==> src/rtl/uart_rx_pkg.sv <==
// Shared definitions for the UART receiver: frame constants and FSM state encoding.
// Optional feature macro: UART_RX_PARITY_EN (adds the even-parity bit and PARITY state).
package uart_rx_pkg;

    localparam int UART_DATA_W  = 8;
    localparam int UART_OVS     = 16;
    localparam int UART_OVS_MID = 7;

    // Receiver FSM states; the encoding is stable so checkers can bind to it.
    typedef enum logic [2:0] {
        IDLE   = 3'd0,
        START  = 3'd1,
        DATA   = 3'd2,
`ifdef UART_RX_PARITY_EN
        PARITY = 3'd3,
`endif
        STOP   = 3'd4,
        BREAK  = 3'd5
    } rx_state_t;

    // Even parity over data plus parity bit: 1 means the check failed.
    function automatic logic parity_fail(input logic [UART_DATA_W-1:0] d, input logic p);
        return ^{d, p};
    endfunction

endpackage

==> src/rtl/rx_oversample_tick.sv <==
// Fractional-accumulator 16x baud tick generator for the UART receiver.
// The carry out of the ACC_W-bit fraction is the tick; cleared while disabled.
module rx_oversample_tick #(
    parameter int CLK_FREQ = 50000000,
    parameter int BAUD     = 9600,
    parameter int ACC_W    = 16
) (
    input  logic clk,
    input  logic rst_n,
    input  logic enable,
    output logic tick
);

    localparam logic [63:0] INC_FULL =
        ((64'(BAUD) * 64'd16) << (ACC_W - 7)) / (64'(CLK_FREQ) >> 7);
    localparam logic [ACC_W-1:0] OVS_INC = INC_FULL[ACC_W-1:0];

    logic [ACC_W:0] acc;

    // Accumulate the fraction each clock; bit ACC_W holds the carry for one cycle.
    always_ff @(posedge clk or negedge rst_n) begin
        if (!rst_n) begin
            acc <= '0;
        end else if (!enable) begin
            acc <= '0;
        end else begin
            acc <= {1'b0, acc[ACC_W-1:0]} + {1'b0, OVS_INC};
        end
    end

    assign tick = acc[ACC_W];

endmodule

==> src/rtl/uart_rx.sv <==
// UART receiver, 8N1 (8E1 when UART_RX_PARITY_EN is defined), LSB first, 16x oversampled.
// Handshake: data_ready rises with a new good byte and holds until the consumer pulses
// data_read for one cycle; data_ready and overrun clear on the following clock, but a
// byte completing in that same cycle wins (data_ready stays 1, overrun 0).
module uart_rx
    import uart_rx_pkg::*;
#(
    parameter int CLK_FREQ = 50000000,
    parameter int BAUD     = 9600,
    parameter int ACC_W    = 16
) (
    input  logic                   clk,
    input  logic                   rst_n,
    input  logic                   enable,
    input  logic                   rx,
    input  logic                   data_read,
    output logic [UART_DATA_W-1:0] data,
    output logic                   data_ready,
    output logic                   overrun,
    output logic                   frame_error,
    output logic                   parity_error
);

    localparam logic [3:0] SC_MID = 4'(UART_OVS_MID);
    localparam logic [3:0] SC_END = 4'(UART_OVS - 1);
    localparam logic [2:0] BIT_LAST = 3'(UART_DATA_W - 1);

    logic rx_m, rx_s;
    logic tick;

    rx_state_t              state, state_nx;
    logic [3:0]             sc, sc_nx;
    logic [2:0]             bit_idx, bit_idx_nx;
    logic [UART_DATA_W-1:0] shift, shift_nx;
    logic [UART_DATA_W-1:0] data_nx;
    logic                   data_ready_nx, overrun_nx;
    logic                   frame_error_nx, parity_error_nx;
    logic                   par_err;
`ifdef UART_RX_PARITY_EN
    logic                   par_err_nx;
`endif

    // Two-flop synchronizer for the asynchronous line; resets to the idle level.
    always_ff @(posedge clk or negedge rst_n) begin
        if (!rst_n) begin
            rx_m <= 1'b1;
            rx_s <= 1'b1;
        end else begin
            rx_m <= rx;
            rx_s <= rx_m;
        end
    end

    rx_oversample_tick #(
        .CLK_FREQ(CLK_FREQ),
        .BAUD    (BAUD),
        .ACC_W   (ACC_W)
    ) u_tick (
        .clk   (clk),
        .rst_n (rst_n),
        .enable(enable),
        .tick  (tick)
    );

    // State, counters, shift register and handshake/status registers.
    always_ff @(posedge clk or negedge rst_n) begin
        if (!rst_n) begin
            state        <= IDLE;
            sc           <= '0;
            bit_idx      <= '0;
            shift        <= '0;
            data         <= '0;
            data_ready   <= 1'b0;
            overrun      <= 1'b0;
            frame_error  <= 1'b0;
            parity_error <= 1'b0;
        end else begin
            state        <= state_nx;
            sc           <= sc_nx;
            bit_idx      <= bit_idx_nx;
            shift        <= shift_nx;
            data         <= data_nx;
            data_ready   <= data_ready_nx;
            overrun      <= overrun_nx;
            frame_error  <= frame_error_nx;
            parity_error <= parity_error_nx;
        end
    end

`ifdef UART_RX_PARITY_EN
    // Parity check result of the current frame, consumed at the stop bit.
    always_ff @(posedge clk or negedge rst_n) begin
        if (!rst_n) par_err <= 1'b0;
        else        par_err <= par_err_nx;
    end
`else
    assign par_err = 1'b0;
`endif

    // Next-state logic. After the start bit is confirmed at its middle, sc restarts at 0,
    // so every later sample (sc==15 on a tick) lands 16 ticks on, i.e. mid-bit.
    always_comb begin
        state_nx        = state;
        sc_nx           = sc;
        bit_idx_nx      = bit_idx;
        shift_nx        = shift;
        data_nx         = data;
        data_ready_nx   = data_ready;
        overrun_nx      = overrun;
        frame_error_nx  = 1'b0;
        parity_error_nx = 1'b0;
`ifdef UART_RX_PARITY_EN
        par_err_nx      = par_err;
`endif

        if (data_read) begin
            data_ready_nx = 1'b0;
            overrun_nx    = 1'b0;
        end

        if (!enable) begin
            state_nx = IDLE;
            sc_nx    = '0;
        end else if (tick) begin
            case (state)
                IDLE: begin
                    sc_nx = '0;
                    if (!rx_s) state_nx = START;
                end
                START: begin
                    if (sc == SC_MID) begin
                        sc_nx = '0;
                        if (rx_s) begin
                            state_nx = IDLE;
                        end else begin
                            bit_idx_nx = '0;
                            state_nx   = DATA;
                        end
                    end else begin
                        sc_nx = sc + 4'd1;
                    end
                end
                DATA: begin
                    sc_nx = sc + 4'd1;
                    if (sc == SC_END) begin
                        shift_nx   = {rx_s, shift[UART_DATA_W-1:1]};
                        bit_idx_nx = bit_idx + 3'd1;
                        if (bit_idx == BIT_LAST) begin
`ifdef UART_RX_PARITY_EN
                            state_nx = PARITY;
`else
                            state_nx = STOP;
`endif
                        end
                    end
                end
`ifdef UART_RX_PARITY_EN
                PARITY: begin
                    sc_nx = sc + 4'd1;
                    if (sc == SC_END) begin
                        par_err_nx = parity_fail(shift, rx_s);
                        state_nx   = STOP;
                    end
                end
`endif
                STOP: begin
                    sc_nx = sc + 4'd1;
                    if (sc == SC_END) begin
                        sc_nx = '0;
                        if (rx_s) begin
                            if (par_err) begin
                                parity_error_nx = 1'b1;
                            end else begin
                                data_nx       = shift;
                                data_ready_nx = 1'b1;
                                overrun_nx    = data_ready && !data_read;
                            end
                            state_nx = IDLE;
                        end else begin
                            frame_error_nx  = 1'b1;
                            parity_error_nx = par_err;
                            state_nx        = BREAK;
                        end
                    end
                end
                BREAK: begin
                    sc_nx = '0;
                    if (rx_s) state_nx = IDLE;
                end
                default: begin
                    sc_nx    = '0;
                    state_nx = IDLE;
                end
            endcase
        end
    end

endmodule

==> config.mk <==
export PLATFORM = sky130hd
export DESIGN_NAME = uart_rx
export DESIGN_NICKNAME = d
export VERILOG_FILES = /design/src/rtl/uart_rx_pkg.sv /design/src/rtl/rx_oversample_tick.sv /design/src/rtl/uart_rx.sv
export SDC_FILE = /design/constraint.sdc
export NUM_CORES = 1
export LEC_CHECK = 0
export CAP_MARGIN = 20
export CORE_UTILIZATION = 40
export DETAILED_ROUTE_END_ITERATION = 8
export DONT_BUFFER_PORTS = 1
export SLEW_MARGIN = 20
export SYNTH_ARGS = -nofsm -noshare
export SYNTH_HDL_FRONTEND = slang
export SYNTH_HIERARCHICAL = 1
export SYNTH_SLANG_ARGS = --single-unit
==> constraint.sdc <==
create_clock -name clk -period 4.15 [get_ports clk]
set_input_delay 0.83 -clock clk [delete_from_list [all_inputs] [get_ports clk]]
set_output_delay 0.83 -clock clk [all_outputs]
set_load 0.01 [all_outputs]
==> impl_metrics.toml <==
[sta]
layout_setup_ws_ns = 2.42
finalClockSkew_ns = 0.0111
fin_crit_ns = 1.73
fmax_mhz = 577
final.setup.tns_ns = 0
rsz0062_at_grt = "false"
maxSlewViolCount = 0
setup_viol = 0
finalCritPeriodShare_pct = 41.8
hold_viol = 0

[logic_synthesis]
syn_inst = 200
netlist_area_sq_mm = 0.00234
async_reset_ff_share_pct = 100
ys_ff_latch = 48
yosysWarnings = 6
avgSynthCellArea_sq_um = 11.7
synth_area_leaders = "dfrtp_1 49%, mux2_2 7.7%, mux2i_1 3.0%, nand2_1 2.7%, dfstp_2 2.2%"
synth.net_count = 209
yosys.area.top_type_share_pct = 49.1
synth_edf_count = 0
synth_seq_area_share_pct = 51.4
synth_top_cell_by_area = "dfrtp_1"
ys_types = 56
ys.flop_type = "dfrtp_1"

[grt]
grt_max_degree = 49
grt-ovfl-total = 0
grt_usage_pct = 13.2
antenna_found_initial = 0
grt_pass1_wl_microns = 6310
grt_pass1_vias = 1301

[drt]
antenna_left = 0
dr_wl_met2_microns = 1630
top_layer = "met4"
first_pass_iters = 4
wirelength_microns = 3570
wl_met1_microns = 1780
post_drt_wl_per_cell_microns = 13.2
dr_wl_met3_microns = 87
viasPerCell = 5.25
drtIter0Drc = 82
drc = 0
vias = 1422

[worst_setup_path]
slowest_stage = "dfrtp_1"
arrival_ns = 1.92
cp_slowest_stage_delay_ns = 0.41
path_max_fanout = 10
crit_family = "simple AND/OR/NAND/NOR gates"
crit_required_ns = 4.34
crit_buf_inv = 0
end_kind = "flip-flop"
path_cells = "ha_1, and4_1, nand4_4, mux2_2"
worst_setup_path_start_kind = "flip-flop"
worstSetupPathType = "reg -> reg"

[cts]
cts_tree = "done"
cts_resized = 0
clk_pin_slew_ns = 0.09
cts_buffer_depth = 2
cts_setup_buffers = 0
cts_buffers = 5
htree_levels = 2
cts-root-buf = "clkbuf_8"
cts-hold-fix-buffers = 0
clock_latency_ns = 0.30
cts_num_sinks = 48

[power]
leakage_nw = 1.05
power.density_mw_per_mm2 = 332
vdd_drop_max_v = 0.000160

[placement]
dp_slack_ns = 2.26
gp_routability_congestion = 0.746
io_buffers = 0
dp_hpwl_microns = 2470

[final_layout]
diodes = 0
area_delta_synth_final_pct = 5.13
drive_gt1_share_pct = 20.1
nFillCells = 522
fin_nets = 207

[status]
outcome = "finished, final reports clean"

[floorplanning]
die_area_sq_mm = 0.00617
start_util_pct = 42.0
coreArea_sq_mm = 0.00557
die_w_microns = 78.5
io_pins = 17
fp.dieH_microns = 78.5
fp-row-count = 27

[job]
cap_violations = 0

[min_path]
hp-class = "in -> async"
==> cell usage in the layout, fill, tap and decap left out, types with 3 or more instances in the layout <==
cell       n
mux2i_1    7
o21ai_0    7
inv_1      7
nor2_1     6
or3_1      5
ha_1       4
clkbuf_8   6
o21ai_1    4
a21boi_1   5
dfrtp_1   46
xnor2_1    5
nand2_1   17
and2_1     7
and4_1     3
nand3_1    3
a31oi_1    3
mux2_2    16
nor3_1     3
nand3b_1   3
==> logic make-up (layout without fill, tap and decap cells) <==
logic type / after synthesis / count (layout) / synth area share, %
compound gates: 33 / 33 / 11.3
buf+inv: 17 / 16 / 4.11
mux: 23 / 23 / 10.7
flops: 48 / 48 / 51.4
fa+ha+maj: 4 / 4 / 2.14
xor+xnor: 6 / 6 / 2.24
simple gates: 68 / 68 / 18.0
other cells: 1 / 1 / 0.160
==> final timing paths <==
path                       startpoint  slack, ns  depth (start not counted)  endpoint
setup / recovery                sc[0]       2.42                          4   data[4]
hold / removal                  rst_n       0.21                          0   data[3]
setup reg to reg                sc[0]       2.42                          4   data[4]
hold reg to reg                  rx_m       0.36                          0      rx_s
max in group asynchronous       rst_n       3.76                          0      rx_s
min in group clk                 rx_m       0.36                          0      rx_s
==> registers in the layout, summed over array words and instances, names as in the netlist <==
| signal | cells |
|---|---|
| bit_idx | 3 |
| data_ready | 1 |
| rx_s | 1 |
| overrun | 1 |
| state | 3 |
| u_tick/acc | 17 |
| rx_m | 1 |
| shift | 8 |
| data | 8 |
| sc | 4 |
| frame_error | 1 |
==> where the power goes <==
| part | switching (mW) | internal (mW) | total (mW) |
|---|---|---|---|
| clock network | 0.153 | 0.136 | 0.289 |
| logic | 0.0156 | 0.0195 | 0.0351 |
| registers | 0.0137 | 0.479 | 0.492 |
| total | 0.182 | 0.634 | 0.817 |
==> through the flow <==
stage	instances	total power, mW	hold WS, ns	instance area, sq um	util (%)
2_1_floorplan	200	0.532	0.345	2340	-
3_3_place_gp	263	0.537	0.346	2370	42.4
4_1_cts	271	0.832	0.202	2460	44.2
6_report	271	0.817	0.212	2460	44.2
3_5_place_dp	263	0.537	0.348	2370	42.4
5_1_grt	271	0.853	0.189	2460	44.2
==> metal layers <==
metal / global-route usage (%) / up-vias
li1: - / 709
met1: 16.9 / 698
met2: 20.8 / 9
met3: 3.02 / 6
met4: 6.67 / 0
met5: 0 / -
==> area by class of cell <==
cell class              count  area (sq um)  area share (%)
flip-flops and latches     48          1200            48.9
multi-input cells         135          1040            42.3
well taps                  72          90.1            3.66
clock buffers               6          82.6            3.35
inverters                   8          30.0            1.22
clock inverters             2          13.8           0.559
==> cell usage after synthesis (2+ instances only) <==
cell       n
a21boi_1   5
a31oi_1    3
and2_1     7
and3_1     2
and4_1     3
buf_2      2
buf_4      2
buf_6      3
clkbuf_1   2
dfrtp_1   46
dfstp_2    2
ha_1       4
inv_1      7
mux2_2    16
mux2i_1    7
nand2_1   17
nand2b_1   2
nand3_1    3
nand3b_1   3
nand4_1    2
nor2_1     6
nor2b_1    2
nor3_1     3
o211ai_1   2
o21ai_0    7
o21ai_1    4
or3_1      5
xnor2_1    5
(Power assumes the default switching activity.)
